**config.mk**
```make
export PLATFORM = sky130hd
export DESIGN_NAME = lfsr_random_gen_flat
export DESIGN_NICKNAME = d
export VERILOG_FILES = /design/src/rtl/lfsr_random_gen_if.sv /design/src/rtl/lfsr_random_gen.sv /design/src/flat_wrapper.sv
export SDC_FILE = /design/constraint.sdc
export NUM_CORES = 1
export LEC_CHECK = 0
export ABC_AREA = 1
export BUFFER_PORTS_ARGS = -buffer_cell sky130_fd_sc_hd__buf_2
export CORE_MARGIN = 5
export CORE_UTILIZATION = 35
export DETAILED_ROUTE_END_ITERATION = 6
export PLACE_DENSITY_LB_ADDON = 0.08
export SYNTH_ARGS = -nofsm -noshare
export SYNTH_HDL_FRONTEND = slang
export SYNTH_SLANG_ARGS = --single-unit
```
**constraint.sdc**
```tcl
create_clock -name clk -period 3.1 [get_ports clk]
set_input_delay 0.31 -clock clk [delete_from_list [all_inputs] [get_ports clk]]
set_output_delay 0.31 -clock clk [all_outputs]
set_load 0.03 [all_outputs]
```
**src/rtl/lfsr_random_gen_if.sv**
```systemverilog
// Handshake and control bundle for lfsr_random_gen: seed/enable/range inputs,
// the valid/ready sample stream and the period monitor outputs.
interface lfsr_random_gen_if #(
  parameter int WIDTH = 16,
  parameter int OUT_W = 6
);
  logic [WIDTH-1:0] seed_in;
  logic             seed_load;
  logic             gen_en;
  logic [OUT_W-1:0] range_max;
  logic [OUT_W-1:0] rnd_data;
  logic             rnd_valid;
  logic             rnd_ready;
  logic             period_wrap;
  logic [WIDTH-1:0] period_len;

  // Generator side
  modport master (
    input  seed_in,
    input  seed_load,
    input  gen_en,
    input  range_max,
    input  rnd_ready,
    output rnd_data,
    output rnd_valid,
    output period_wrap,
    output period_len
  );

  // Consumer / controller side
  modport slave (
    output seed_in,
    output seed_load,
    output gen_en,
    output range_max,
    output rnd_ready,
    input  rnd_data,
    input  rnd_valid,
    input  period_wrap,
    input  period_len
  );
endinterface

```
**src/rtl/lfsr_random_gen.sv**
```systemverilog
// Galois-LFSR random source with seed load, zero-lock guard, range rejection and
// valid/ready output. Optional period monitor enabled by macro LFSR_PERIOD_MON_EN.
module lfsr_random_gen #(
  parameter int               WIDTH = 16,
  parameter logic [WIDTH-1:0] TAPS  = 16'hB400,
  parameter int               OUT_W = 6
) (
  input  logic                clk,
  input  logic                reset_n,
  lfsr_random_gen_if.master   bus
);

  localparam logic [WIDTH-1:0] ONE = {{(WIDTH-1){1'b0}}, 1'b1};

  logic [WIDTH-1:0] state_q, state_d;
  logic [OUT_W-1:0] rnd_data_q, rnd_data_d;
  logic             rnd_valid_q, rnd_valid_d;

  logic [WIDTH-1:0] seed_san;
  logic [WIDTH-1:0] shifted_fb;
  logic [WIDTH-1:0] lfsr_next;
  logic [OUT_W-1:0] cand;
  logic             step;

  assign seed_san = (bus.seed_in == '0) ? ONE : bus.seed_in;

  // Galois step: shift right, fold the tap mask in when the bit leaving is 1
  for (genvar gi = 0; gi < WIDTH - 1; gi++) begin : g_fb
    assign shifted_fb[gi] = state_q[gi+1] ^ (state_q[0] & TAPS[gi]);
  end
  assign shifted_fb[WIDTH-1] = state_q[0] & TAPS[WIDTH-1];

  // A bad tap mask could reach the all-zero lock-up state; escape to 1
  assign lfsr_next = (shifted_fb == '0) ? ONE : shifted_fb;

  assign cand = state_q[OUT_W-1:0];
  assign step = bus.gen_en & ~bus.seed_load & (~rnd_valid_q | bus.rnd_ready);

  always_comb begin
    state_d     = state_q;
    rnd_data_d  = rnd_data_q;
    rnd_valid_d = rnd_valid_q;
    if (bus.seed_load) begin
      state_d     = seed_san;
      rnd_valid_d = 1'b0;
    end else if (step) begin
      state_d = lfsr_next;
      if (cand <= bus.range_max) begin
        rnd_data_d  = cand;
        rnd_valid_d = 1'b1;
      end else begin
        rnd_valid_d = 1'b0;
      end
    end else if (rnd_valid_q && bus.rnd_ready) begin
      rnd_valid_d = 1'b0;
    end
  end

  always_ff @(posedge clk) begin
    if (!reset_n) begin
      state_q     <= seed_san;
      rnd_data_q  <= '0;
      rnd_valid_q <= 1'b0;
    end else begin
      state_q     <= state_d;
      rnd_data_q  <= rnd_data_d;
      rnd_valid_q <= rnd_valid_d;
    end
  end

  assign bus.rnd_data  = rnd_data_q;
  assign bus.rnd_valid = rnd_valid_q;

`ifdef LFSR_PERIOD_MON_EN
  logic [WIDTH-1:0] seed_ref_q, seed_ref_d;
  logic [WIDTH-1:0] step_cnt_q, step_cnt_d;
  logic [WIDTH-1:0] period_len_q, period_len_d;
  logic             period_wrap_q, period_wrap_d;

  // Wrap is judged on the post-step state against the latched sanitised seed
  always_comb begin
    seed_ref_d    = seed_ref_q;
    step_cnt_d    = step_cnt_q;
    period_len_d  = period_len_q;
    period_wrap_d = 1'b0;
    if (bus.seed_load) begin
      seed_ref_d = seed_san;
      step_cnt_d = '0;
    end else if (step) begin
      if (lfsr_next == seed_ref_q) begin
        period_wrap_d = 1'b1;
        period_len_d  = step_cnt_q + ONE;
        step_cnt_d    = '0;
      end else begin
        step_cnt_d = step_cnt_q + ONE;
      end
    end
  end

  always_ff @(posedge clk) begin
    if (!reset_n) begin
      seed_ref_q    <= seed_san;
      step_cnt_q    <= '0;
      period_len_q  <= '0;
      period_wrap_q <= 1'b0;
    end else begin
      seed_ref_q    <= seed_ref_d;
      step_cnt_q    <= step_cnt_d;
      period_len_q  <= period_len_d;
      period_wrap_q <= period_wrap_d;
    end
  end

  assign bus.period_wrap = period_wrap_q;
  assign bus.period_len  = period_len_q;
`else
  assign bus.period_wrap = 1'b0;
  assign bus.period_len  = '0;
`endif

endmodule

```
**src/flat_wrapper.sv**
```systemverilog
// flat-port wrapper written by rule: the top's interface ports become plain ports
module lfsr_random_gen_flat 
#(
  parameter int               WIDTH = 16,
  parameter logic [WIDTH-1:0] TAPS  = 16'hB400,
  parameter int               OUT_W = 6
)
  (clk, reset_n, bus_seed_in, bus_seed_load, bus_gen_en, bus_range_max, bus_rnd_ready, bus_rnd_data, bus_rnd_valid, bus_period_wrap, bus_period_len);
  lfsr_random_gen_if #(.WIDTH(WIDTH), .OUT_W(OUT_W)) bus_i ();
  input  logic clk;
  input  logic reset_n;
  input wire logic [$bits(bus_i.seed_in)-1:0] bus_seed_in;
  input wire logic [$bits(bus_i.seed_load)-1:0] bus_seed_load;
  input wire logic [$bits(bus_i.gen_en)-1:0] bus_gen_en;
  input wire logic [$bits(bus_i.range_max)-1:0] bus_range_max;
  input wire logic [$bits(bus_i.rnd_ready)-1:0] bus_rnd_ready;
  output wire logic [$bits(bus_i.rnd_data)-1:0] bus_rnd_data;
  output wire logic [$bits(bus_i.rnd_valid)-1:0] bus_rnd_valid;
  output wire logic [$bits(bus_i.period_wrap)-1:0] bus_period_wrap;
  output wire logic [$bits(bus_i.period_len)-1:0] bus_period_len;
  assign bus_i.seed_in = bus_seed_in;
  assign bus_i.seed_load = bus_seed_load;
  assign bus_i.gen_en = bus_gen_en;
  assign bus_i.range_max = bus_range_max;
  assign bus_i.rnd_ready = bus_rnd_ready;
  assign bus_rnd_data = bus_i.rnd_data;
  assign bus_rnd_valid = bus_i.rnd_valid;
  assign bus_period_wrap = bus_i.period_wrap;
  assign bus_period_len = bus_i.period_len;
  lfsr_random_gen #(.WIDTH(WIDTH), .TAPS(TAPS), .OUT_W(OUT_W)) u_core (.clk(clk), .reset_n(reset_n), .bus(bus_i));
endmodule
```
==> flow_metrics.env, run 1 <==
export IMPL_status="finished clean"
export IMPL_synthCells=188
export IMPL_diodes=0
export IMPL_cp_arrival_ns=1.79
export IMPL_worst_path_buf_inv=2
export IMPL_dp_hpwl_um=2500
export IMPL_max_freq_mhz=615
export IMPL_coreArea_um2=4090
export IMPL_cp_data_required_time_ns=3.27
export IMPL_vias=1209
export IMPL_drive_above_1_share=0.250
export IMPL_min_path_cells=3
export IMPL_ys_types=24
export IMPL_start_util=0.366
export IMPL_yosysSeqAreaShare=0.415
export IMPL_ant_nets=0
export IMPL_grt_overflow_total=0
export IMPL_cap_violations=0
export IMPL_r2r_cells=11
export IMPL_r2r_slack_ns=1.48
export IMPL_irDropWorstVdd_mv=0.257
export IMPL_clk_latency_ns=0.27
export IMPL_final_cell_mix="nand2_1, buf_2, inv_1, nor2_1, conb_1"
export IMPL_synth_xor_area_frac=0.0117
export IMPL_hold_ws_ns=0.310
export IMPL_worst_clock_skew_ns=0.00231
export IMPL_syn_area_per_cell_um2=7.96
export IMPL_rsz0062_at_grt="false"
export IMPL_drt_iter0_drc=40
export IMPL_slowest_stage="edfxtp_1"
export IMPL_via_per_inst=4.48
export IMPL_cp_top_family="simple AND/OR/NAND/NOR gates"
export IMPL_synth_top_family_by_area="simple AND/OR/NAND/NOR gates"
export IMPL_core_rowCount=23
export IMPL_ctsResizeCount=0
export IMPL_grtUsageTotal=0.115
export IMPL_syn2layout_area_growth_pct=12.0
export IMPL_wl_per_cell_um=11.3
export IMPL_cts_clk_slew_worst_paths_ns=0.09
export IMPL_die_w_um=75.4
export IMPL_dp_cells=266
export IMPL_cts_tree="yes"
export IMPL_synth_compound_area_frac=0.107
export IMPL_post_route_drc_count=0
export IMPL_ioPinCount=51
export IMPL_hp_class="in2reg"
export IMPL_synthSimpleGateAreaFrac=0.231
export IMPL_final_common_cell="nand2_1"
export IMPL_synth_warnings=0
export IMPL_synthMuxAreaShare=0
export IMPL_yosys_area_share_adder=0.0502
export IMPL_grt_max_degree=19
export IMPL_cp_max_fo=13
export IMPL_path_common_cell="nand2_1"
export IMPL_hp_start="reset_n"
export IMPL_end_kind="register"
export IMPL_routabilityCongestion=0.754
export IMPL_final_hold_viol_count=0
export IMPL_ys_seq_elements=23
export IMPL_die_h_um=75.4
export IMPL_r2r_start="u_core.state_q[0]$_DFFE_PP_"
export IMPL_r2r_end="u_core.bus.rnd_data[4]$_SDFFE_PN0P_"
export IMPL_min_period_over_period=0.524
export IMPL_htreeDepth=1
export IMPL_maxSlewViolCount=0
export IMPL_layout_nets=254
export IMPL_stdcell_count=270
export IMPL_worstPathCellList="inv_2 > ha_1 > inv_1 > nand2_1 > nand2_1 > nand2_1 > nand3_1 > nand2_2 > nand3_1 > nand2_1 > nor2_1"
export IMPL_cts_setup_buffers=0
export IMPL_final_setup_viol_count=0
export IMPL_slew_headroom=0.443
export IMPL_routed_wl_um=3060
export IMPL_antenna_found_initial=0
export IMPL_postCtsHoldBufs=0
export IMPL_clock_sinks=23
export IMPL_critPathLaunchType="register"
export IMPL_fin_crit_ns=1.62
export IMPL_leakage_nw=0.859
export IMPL_grt_pass1_vias=1167
export IMPL_min_to="u_core.bus.rnd_data[5]$_SDFFE_PN0P_"
export IMPL_die_area_um2=5680
export IMPL_tns_ns=0
export IMPL_slowest_delay_ns=0.47
export IMPL_clock_path_buffers=2
export IMPL_port_buffers=33
export IMPL_numCtsBuffers=3
export IMPL_grt_pass1_wl_um=4970
export IMPL_worstSetupPathType="reg2reg"
export IMPL_power_density_nw_per_um2=453
export IMPL_cts_root_buf="clkbuf_8"
export IMPL_firstDrtPassIters=2
export IMPL_syn_area_um2=1500
export IMPL_worstSetupStartpoint="u_core.state_q[0]$_DFFE_PP_"
export IMPL_worst_pin_slew_ns=0.832
export IMPL_power_w=0.000759
[registers in the layout (all words and copies together), names as in the netlist]
signal and flops:
u_core.state_q 16, u_core.bus.rnd_data 6, u_core.bus.rnd_valid 1
[how the worst max path moves through the flow]
stage | end | slack [ns] | cells after the start
final | u_core.bus.rnd_data[4]$_SDFFE_PN0P_ | 1.48 | 11
after global routing | u_core.bus.rnd_data[5]$_SDFFE_PN0P_ | 1.30 | 8
after CTS | u_core.bus.rnd_data[4]$_SDFFE_PN0P_ | 1.48 | 11
after detailed placement | u_core.bus.rnd_data[4]$_SDFFE_PN0P_ | 1.48 | 10
after global placement | u_core.bus.rnd_data[5]$_SDFFE_PN0P_ | 1.47 | 10
after floorplan | u_core.bus.rnd_data[0]$_SDFFE_PN0P_ | 1.63 | 9
[where the power goes]
group          switching, W  total [W]  internal [W]
Clock              0.000102   0.000191     0.0000898
Combinational      0.000133   0.000192     0.0000593
Sequential        0.0000137   0.000376      0.000362
[kinds of logic (layout without fill, tap and decap cells)]
kind of cell / count (synthesis) / count (layout)
AOI/OAI and AO/OA: 24 / 24
other: 1 / 17
adders and majority gates: 6 / 6
DFF: 23 / 23
buffers and inverters: 53 / 69
xor gates and xnor gates: 2 / 2
and+or+nand+nor: 79 / 79
[layout make-up]
type	count	area (µm²)
Clock inverter	1	5.00
Tap cell	50	62.6
Fill cell	431	2410
Timing Repair Buffer	33	165
Clock buffer	3	41.3
Multi-Input combinational cell	128	662
Inverter	32	120
Sequential cell	23	621
[tightest hold or removal path: stages]
cell and delay [ns]:
buf_2 0.13, nand2_1 0.07, nor2_1 0.03
[stage by stage]
step                 util  setup WS, ns  area (µm²)
global placement    0.399          1.47        1630
finish              0.410          1.48        1680
global route        0.410          1.30        1680
floorplan               -          1.63        1560
detailed placement  0.399          1.48        1630
CTS                 0.410          1.48        1680
[synth_stat cells]
cell type | number | share of area
a21o_1 | 1 | 0.0050
a21oi_1 | 9 | 0.030
buf_2 | 3 | 0.010
buf_4 | 17 | 0.085
buf_6 | 1 | 0.0075
conb_1 | 1 | 0.0025
dfxtp_1 | 7 | 0.094
edfxtp_1 | 16 | 0.32
ha_1 | 6 | 0.050
inv_1 | 30 | 0.075
inv_2 | 2 | 0.0050
nand2_1 | 38 | 0.095
nand2_2 | 3 | 0.013
nand3_1 | 11 | 0.037
nand3_2 | 1 | 0.0067
nand3b_1 | 1 | 0.0050
nand4_1 | 3 | 0.013
nor2_1 | 20 | 0.050
nor2_2 | 1 | 0.0042
nor2_4 | 1 | 0.0075
o21ai_0 | 3 | 0.010
o21ai_1 | 1 | 0.0033
o21ai_2 | 10 | 0.059
xnor2_1 | 2 | 0.012
[layer usage]
| metal | GRT usage | vias to the layer above | part of all wire |
|---|---|---|---|
| met5 | 0 | - | 0 |
| met1 | 0.141 | 538 | 0.45 |
| met4 | 0.0505 | 0 | 0.024 |
| met2 | 0.199 | 34 | 0.47 |
| met3 | 0.0158 | 8 | 0.059 |
| li1 | - | 629 | - |
Note: power is estimated with default switching activity, not from simulation.
==> run 2: changes to the inputs <==
- ABC_AREA: 1 -> 0
- clock period: 3.1 -> 1.7 ns (I/O delays scaled with it)
==> run 2 against run 1 <==
Compared with the run above:
- the flow now finishes with violations (negative setup slack)
- sequential share of layout area fell by 2.6 points
- wire length rose by 5.5%
- power rose by 90%
- sequential power rose by 84%
==> flow_metrics.env, run 2 <==
export IMPL_status="finished, violations left"
export IMPL_violations="negative setup slack"
export IMPL_ys_seq_elements=23
export IMPL_grt_max_degree=17
export IMPL_wl_per_cell_um=14.1
export IMPL_antenna_found_initial=0
export IMPL_diodes=0
export IMPL_vias=1097
export IMPL_r2r_cells=4
export IMPL_min_path_cells=3
export IMPL_busiest_layer="met2"
export IMPL_drive_above_1_share=0.392
export IMPL_ant_nets=0
export IMPL_core_rowCount=22
export IMPL_final_common_cell="buf_2"
export IMPL_hp_start="bus_seed_in[13]"
export IMPL_worstPathCellList="or4_4 > nor4_4 > a31oi_4 > a22o_1"
export IMPL_postCtsHoldBufs=0
export IMPL_critPathLaunchType="register"
export IMPL_layout_setup_ws_ns=-0.192
export IMPL_cts_tree="yes"
export IMPL_leakage_nw=0.804
export IMPL_drt_iter0_drc=51
export IMPL_synth_area_top_cells="edfxtp_1, dfxtp_1, buf_4"
export IMPL_min_period_over_period=1.11
export IMPL_met3_usage=0.0180
export IMPL_cts_root_buf="clkbuf_8"
export IMPL_die_h_um=72.5
export IMPL_syn_area_um2=1370
export IMPL_grt_pass1_vias=1093
export IMPL_synthMuxAreaShare=0.0440
export IMPL_min_to="u_core.state_q[13]$_DFFE_PP_"
export IMPL_met2_usage=0.211
export IMPL_synth_commonest_cells="nand2_1, buf_4, edfxtp_1"
export IMPL_p_switching_w=0.000444
export IMPL_htreeDepth=1
export IMPL_worstSetupPathType="reg2reg"
export IMPL_port_buffers=33
export IMPL_cp_data_required_time_ns=1.73
export IMPL_cp_max_fo=9
export IMPL_post_place_ws_ns=-0.170
export IMPL_synth_top_family_by_area="simple AND/OR/NAND/NOR gates"
export IMPL_start_util=0.368
export IMPL_ys_types=28
export IMPL_r2r_start="u_core.state_q[3]$_DFFE_PP_"
export IMPL_dp_hpwl_um=2600
export IMPL_use_met1=0.165
export IMPL_p_comb_frac=0.275
export IMPL_routed_wl_um=3230
export IMPL_clk_latency_ns=0.27
export IMPL_die_area_um2=5250
export IMPL_worst_path_buf_inv=0
export IMPL_slowest_stage="or4_4"
export IMPL_grt_pass1_wl_um=5180
export IMPL_yosysSeqAreaShare=0.454
export IMPL_yosys_area_share_adder=0.0549
export IMPL_final_setup_viol_count=16
export IMPL_synthFlopType="edfxtp_1"
export IMPL_synth_warnings=0
export IMPL_max_freq_mhz=529
export IMPL_pwr_share_seq=0.480
export IMPL_cts_clk_slew_worst_paths_ns=0.09
export IMPL_power_density_nw_per_um2=799
export IMPL_firstDrtPassIters=4
export IMPL_r2r_end="u_core.state_q[7]$_DFFE_PP_"
export IMPL_routabilityCongestion=0.777
export IMPL_fin_crit_ns=1.89
export IMPL_worst_clock_skew_ns=0.00388
export IMPL_syn_area_per_cell_um2=10.8
export IMPL_end_kind="register"
export IMPL_p_int_w=0.000997
export IMPL_yosysMostFrequentCell="nand2_1"
export IMPL_numCtsBuffers=3
export IMPL_synthSimpleGateAreaFrac=0.147
export IMPL_die_w_um=72.5
export IMPL_largest_register="u_core.state_q"
export IMPL_ioPinCount=51
export IMPL_slowest_delay_ns=0.54
export IMPL_final_cell_mix="buf_2, nand2_1, buf_4, conb_1, edfxtp_1"
export IMPL_coreArea_um2=3720
export IMPL_r2r_slack_ns=-0.19
export IMPL_netSwitchingFraction=0.308
export IMPL_synthCells=127
export IMPL_async_reset_ff_frac=0
export IMPL_via_per_inst=4.79
export IMPL_grtUsageTotal=0.127
export IMPL_cap_violations=0
export IMPL_yosysTopAreaCellShare=0.352
export IMPL_synth_xor_area_frac=0.0192
export IMPL_final_hold_viol_count=0
export IMPL_maxSlewViolCount=0
export IMPL_syn2layout_area_growth_pct=32.0
export IMPL_hold_ws_ns=0.194
export IMPL_synth_compound_area_frac=0.143
export IMPL_cp_top_family="simple AND/OR/NAND/NOR gates"
export IMPL_hp_class="in2reg"
export IMPL_clock_sinks=23
export IMPL_largest_register_ff_count=16
export IMPL_clkPwrFrac=0.246
export IMPL_cp_arrival_ns=1.92
export IMPL_synth_top_cell_by_area="edfxtp_1"
export IMPL_grt_overflow_total=0
export IMPL_post_route_drc_count=0
export IMPL_layout_nets=215
export IMPL_rsz0062_at_grt="true"
export IMPL_clock_path_buffers=2
export IMPL_irDropWorstVdd_mv=0.319
export IMPL_synth_edff_count=16
==> run 2: area by class of cell <==
class | instances | area, µm²
fill | 354 | 1910
tap | 48 | 60.1
clock inverter | 1 | 5.00
clock buffer | 3 | 41.3
timing repair buffer | 55 | 345
inverter | 9 | 33.8
multi-input combinational | 90 | 697
sequential | 23 | 621
==> run 2: per-layer routing <==
layer	wire, µm	share of wire
met1	1450	0.45
met2	1550	0.48
met3	187	0.058
met4	42	0.013
met5	0	0
==> run 2: cells by family (layout without fill, tap and decap cells) <==
group,Yosys count,after routing
and+or+nand+nor,34,34
buffers and inverters,30,68
AOI/OAI and AO/OA,24,24
DFF,23,23
adders and majority gates,6,6
muxes,6,6
xor gates and xnor gates,3,3
other,1,17
==> run 2: how the worst max path moves through the flow <==
stage,to,cells past startpoint,from,slack [ns]
final,u_core.state_q[7]$_DFFE_PP_,4,u_core.state_q[3]$_DFFE_PP_,-0.19
after global placement,u_core.state_q[1]$_DFFE_PP_,4,u_core.state_q[6]$_DFFE_PP_,-0.15
after global routing,u_core.state_q[7]$_DFFE_PP_,4,u_core.state_q[6]$_DFFE_PP_,-0.27
after detailed placement,u_core.state_q[7]$_DFFE_PP_,4,u_core.state_q[6]$_DFFE_PP_,-0.17
after CTS,u_core.state_q[7]$_DFFE_PP_,4,u_core.state_q[6]$_DFFE_PP_,-0.19
after floorplan,u_core.state_q[11]$_DFFE_PP_,4,u_core.state_q[3]$_DFFE_PP_,-0.12
==> run 2: per-stage QoR <==
step,power (W),instance area (µm²),TNS (ns),std cells,utilization
floorplan,0.000951,1460,-1.19,143,-
global placement,0.00106,1690,-2.01,224,0.454
detailed placement,0.00107,1690,-2.19,224,0.454
CTS,0.00144,1760,-2.38,228,0.475
global route,0.00151,1800,-3.76,229,0.485
finish,0.00144,1800,-2.41,229,0.485
==> run 2: repair_timing <==
action	4_1_cts	5_1_grt
cloned	0	0
setup endpoints to repair	16	16
hold endpoints to repair	0	0
resized for setup	5	4
setup buffers	0	1
pin swaps	3	3
==> run 2: power groups by stage <==
stage	logic (W)	registers (W)	clock network, W
2_1_floorplan	0.000230	0.000721	0
3_3_place_gp	0.000357	0.000703	0
3_5_place_dp	0.000363	0.000703	0
4_1_cts	0.000379	0.000691	0.000365
5_1_grt	0.000432	0.000697	0.000381
6_report	0.000395	0.000691	0.000354
==> run 2: worst reg2reg max path: cells and delay by family (launching register included) <==
family / cells / cell delay [ns]
AND/OR/NAND/NOR: 2 / 0.81
flip-flops: 1 / 0.42
AO/OA/AOI/OAI: 2 / 0.42
